<file path="config.mk">
export PLATFORM = sky130hd
export DESIGN_NAME = rr_mux_arbiter4
export DESIGN_NICKNAME = d
export VERILOG_FILES = /design/src/rtl/rr_mux_arbiter4.sv
export SDC_FILE = /design/constraint.sdc
export NUM_CORES = 1
export LEC_CHECK = 0
export ABC_CLOCK_PERIOD_IN_PS = 4800
export BUFFER_PORTS_ARGS = -buffer_cell sky130_fd_sc_hd__buf_2
export CAP_MARGIN = 20
export CORE_AREA = 5 5 42 44
export CTS_CLUSTER_SIZE = 10
export DETAILED_ROUTE_END_ITERATION = 12
export DIE_AREA = 0 0 47 49
export HOLD_SLACK_MARGIN = 0.15
export SLEW_MARGIN = 20
export SYNTH_ARGS = -nofsm -noshare
export SYNTH_HDL_FRONTEND = slang
export SYNTH_SLANG_ARGS = --single-unit
</file>
<file path="constraint.sdc">
create_clock -name clk -period 4.8 [get_ports clk]
set_input_delay 0.24 -clock clk [delete_from_list [all_inputs] [get_ports clk]]
set_output_delay 0.24 -clock clk [all_outputs]
set_load 0.01 [all_outputs]
</file>
<file path="src/rtl/rr_mux_arbiter4.sv">
// Round-robin arbiter that shares one 4:1 1-bit mux between four bit-serial sources.
// Optional owner tenure limit under contention is enabled by defining ARB_HOLD_LIMIT_EN.

module mux4x1 (
  input  logic [3:0] d_i,
  input  logic [1:0] s_i,
  output logic       y_o
);

  assign y_o = d_i[s_i];

endmodule

module rr_mux_arbiter4 #(
  parameter int unsigned HOLD_MAX = 8
) (
  input  logic       clk,
  input  logic       rst,
  input  logic [3:0] req,
  input  logic [3:0] in,
  output logic [3:0] gnt,
  output logic [1:0] sel,
  output logic       valid,
  output logic       y
);

  typedef enum logic {
    IDLE  = 1'b0,
    GRANT = 1'b1
  } state_t;

  if (HOLD_MAX < 2 || HOLD_MAX > 255) begin : g_bad_hold_max
    $error("rr_mux_arbiter4: HOLD_MAX must be in 2..255");
  end

  state_t     state_q;
  logic [3:0] gnt_q;
  logic [1:0] sel_q;
  logic [1:0] ptr_q;
  logic       valid_q;

  logic [3:0] cand_mask;
  logic       keep_owner;
  logic       win_found;
  logic [1:0] win_idx;
  logic       mux_y;

`ifdef ARB_HOLD_LIMIT_EN
  localparam logic [7:0] HOLD_LAST = 8'(HOLD_MAX - 1);
  logic [7:0] hold_cnt_q;
`endif

  // First set bit at or after p (ascending, mod 4); lowest offset wins.
  function automatic logic [2:0] rr_pick(input logic [3:0] r, input logic [1:0] p);
    logic [2:0] res;
    logic [1:0] idx;
    res = 3'b000;
    for (int k = 3; k >= 0; k--) begin
      idx = p + 2'(k);
      if (r[idx]) res = {1'b1, idx};
    end
    return res;
  endfunction

  always_comb begin
    cand_mask  = req;
    keep_owner = 1'b0;
    if (state_q == GRANT && req[sel_q]) begin
      keep_owner = 1'b1;
`ifdef ARB_HOLD_LIMIT_EN
      // Tenure exhausted and someone else waiting: hand over to the others only.
      if (hold_cnt_q == HOLD_LAST && (req & ~gnt_q) != 4'b0000) begin
        keep_owner = 1'b0;
        cand_mask  = req & ~gnt_q;
      end
`endif
    end
    {win_found, win_idx} = rr_pick(cand_mask, ptr_q);
  end

  always_ff @(posedge clk or posedge rst) begin
    if (rst) begin
      state_q    <= IDLE;
      gnt_q      <= 4'b0000;
      sel_q      <= 2'd0;
      ptr_q      <= 2'd0;
      valid_q    <= 1'b0;
`ifdef ARB_HOLD_LIMIT_EN
      hold_cnt_q <= 8'd0;
`endif
    end else if (keep_owner) begin
`ifdef ARB_HOLD_LIMIT_EN
      if (hold_cnt_q != HOLD_LAST) hold_cnt_q <= hold_cnt_q + 8'd1;
`endif
    end else if (win_found) begin
      state_q    <= GRANT;
      gnt_q      <= 4'b0001 << win_idx;
      sel_q      <= win_idx;
      ptr_q      <= win_idx + 2'd1;
      valid_q    <= 1'b1;
`ifdef ARB_HOLD_LIMIT_EN
      hold_cnt_q <= 8'd0;
`endif
    end else begin
      // sel_q deliberately holds its last value while idle.
      state_q <= IDLE;
      gnt_q   <= 4'b0000;
      valid_q <= 1'b0;
    end
  end

  mux4x1 u_mux (
    .d_i (in),
    .s_i (sel_q),
    .y_o (mux_y)
  );

  assign gnt   = gnt_q;
  assign sel   = sel_q;
  assign valid = valid_q;
  assign y     = valid_q & mux_y;

endmodule

</file>
==> impl_metrics.tcl <==
set metrics [dict create \
    skew_ps 2.667 \
    hold_path.class "in -> reg" \
    critPathKind "reg -> reg" \
    crit_start "sel[0]" \
    synth_area_um2 488.0 \
    use_met3_pct 3.321 \
    drc_errors 0 \
    critical_path_buf_inv_count 0 \
    setup_tns_ps 0 \
    p_sw_uw 132.2 \
    cts_sinks 9 \
    dieHeight_um 49 \
    post-cts-setup-buffers 0 \
    synth-seq-cells 9 \
    p_per_area_nw_per_um2 592.9 \
    synthArstFlopShare_pct 100.0 \
    worst_pin_slew_ps 469.2 \
    status "finished, final reports clean" \
    cp-endpoint "ptr_q[1]" \
    finalCritPeriodShare_pct 37.11 \
    final_antenna_net_count 0 \
    dpl.hpwl_um 786.6 \
    synth-edff-count 0 \
    clkPwrFrac_pct 15.4 \
    htree_levels 1 \
    setup_viol 0 \
    io_buffers 17 \
    yosysSeqAreaShare_pct 46.15 \
    grt_setup_unrepaired "no" \
    r2r-start "sel[0]" \
    area_growth_pct 26.67 \
    required_ps 4940 \
    grt_busiest_layer "met1" \
    grt_overflow_total 0 \
    initial_utilization_pct 34.82 \
    cts_tree "done" \
    first_global_vias 389 \
    cp.depth 4 \
    post_drt_via_cell_ratio 5.025 \
    grt_max_degree 10 \
    drive_gt1_share_pct 42.86 \
    drtIter0Drc 6 \
    hold_viol 0 \
    maxSlewHeadroom_pct 68.60 \
    cts-resized-gates 0 \
    wl_per_cell_um 12.92 \
    fill_cells 139 \
    antenna_found_initial 0 \
    clk_latency_ps 260 \
    root_buffer "clkbuf_4" \
    drtPass1Iterations 4 \
    clk_pin_slew_ps 60 \
    slowest_stage "mux4_2" \
    gp_congestion 0.7400 \
    nets 74 \
    clockBufferDepth 2 \
    peakVddDrop_mv 0.2526 \
    drv_cap 0 \
    die_x_um 47 \
    max_freq_ghz 0.5613 \
    vias 397 \
    rr_endpoint "ptr_q[1]" \
    switching_share_pct 36.07 \
    crit_path_cell_trace "mux4_2, and2_1, nand2b_4, mux2_4" \
    grt_use_met2_pct 12.22 \
    grt_util_all_layers_pct 10.44 \
    cpPeakStageDelay_ps 510 \
    end_kind "register" \
    use_met1_pct 15.70 \
    crit_arrival_ps 1920 \
    path_delay_family "multiplexers" \
    timing.hold.ws_ps 319.4 \
    seqPwrFrac_pct 35.4 \
    seq_area_um2 225.2 \
    coreArea_um2 1401 \
    die_area_um2 2303 \
    core.rowCount 14 \
    slew_violations 0 \
    cp_max_fo 9 \
    yosysWarnings 0 \
    r2r_setup_slack_ps 3020 \
    multi_input_area_um2 240.2 \
    synth_flop_cell "dfrtp_1" \
    syn_inst 42 \
    leakagePower_uw 0.0003053 \
    routed_wl_um 1021 \
    diodes 0 \
    syn_area_per_cell_um2 11.62 \
    start_kind "register" \
    pwr-share-comb_pct 49.1 \
    internal_power_uw 234.3 \
    pin_count 18 \
    synth.distinct_cells 21 \
    synthesis.nets 52 \
    numCtsBuffers 3 \
    min_period_ps 1781 \
    rr_worst_depth 4 \
    grt_pass1_wl_um 1731 \
]
## power by group through the flow
stage / clock network [µW] / registers (µW) / logic (µW)
6_report: 56.5 / 130 / 180
5_1_grt: 62.2 / 134 / 199
4_1_cts: 58.5 / 130 / 182
3_5_place_dp: 0 / 131 / 180
3_3_place_gp: 0 / 131 / 178
2_1_floorplan: 0 / 138 / 131
## sequential cells by signal, summed over array words and instances (netlist names)
name and cells:
gnt 4, ptr_q 2, sel 2, state_q 1
## per-layer routing
layer  wire, µm  part of all wire [%]  up-vias
met5          0                     0        -
met4         30                   2.9        0
met3         82                   8.0        5
met2        403                    39       14
met1        504                    49      181
li1           -                     -      197
## per-stage QoR
step / setup slack (ps) / std cells / utilization (%) / instance area (µm²) / total power (µW)
floorplan: 3021 / 42 / - / 488.0 / 269.3
global placement: 3064 / 74 / 41.52 / 581.8 / 309.0
detailed placement: 3020 / 74 / 41.52 / 581.8 / 311.4
CTS: 3019 / 79 / 44.11 / 618.1 / 370.5
global route: 2964 / 79 / 44.11 / 618.1 / 395.3
finish: 3019 / 79 / 44.11 / 618.1 / 366.5
## cells in the mapped netlist, types with 2 or more instances
master   n  area, µm²
inv_1    3      11.26
dfrtp_1  9      225.2
nand2_1  4      15.01
o21ai_0  2      10.01
a32o_1   2      20.02
nor2_1   3      11.26
and2_1   2      12.51
a21oi_1  4      20.02
## final cells by class
| type | instances | area share [%] |
|---|---|---|
| multi-input combinational | 29 | 38.87 |
| timing repair buffer | 18 | 15.38 |
| clock buffer | 4 | 4.251 |
| sequential | 9 | 36.44 |
| inverter | 3 | 1.822 |
| tap | 16 | 3.239 |
## cells in the final DEF, fill, tap and decap left out, drive strengths merged
cell type	instances
a21o	1
a21oi	4
a221o	1
a22o	1
a2bb2oi	1
a32o	2
and2	2
buf	17
clkbuf	4
dfrtp	9
dlygate4sd3	1
inv	3
mux2	2
mux4	2
nand2	4
nand2b	1
nand3b	1
nor2	3
o21ai	2
or4	1
xnor2	1
## kinds of logic (layout without fill, tap and decap cells)
group / Yosys count / in the layout / synth area share [%]
flip-flops: 9 / 9 / 46.15
AO/OA/AOI/OAI: 12 / 12 / 17.95
AND/OR/NAND/NOR: 12 / 12 / 14.10
multiplexers: 4 / 4 / 15.38
XOR/XNOR: 1 / 1 / 1.795
buffers and inverters: 4 / 25 / 4.615
## worst min-delay path by stage
stage          depth (start not counted)  slack [ps]       to  startpoint
2_1_floorplan                          1          70   gnt[0]         rst
3_3_place_gp                           2         220   gnt[1]         rst
3_5_place_dp                           2         210  state_q         rst
4_1_cts                                2         320  state_q      req[3]
5_1_grt                                2         330  state_q      req[3]
6_report                               2         320  state_q      req[3]
## what timing repair did
item / CTS / global route
endpoints found under the hold margin: 9 / 0
hold buffers: 1 / 0
endpoints found under the setup margin: 0 / 0
Note: power is estimated with default switching activity, not from simulation.
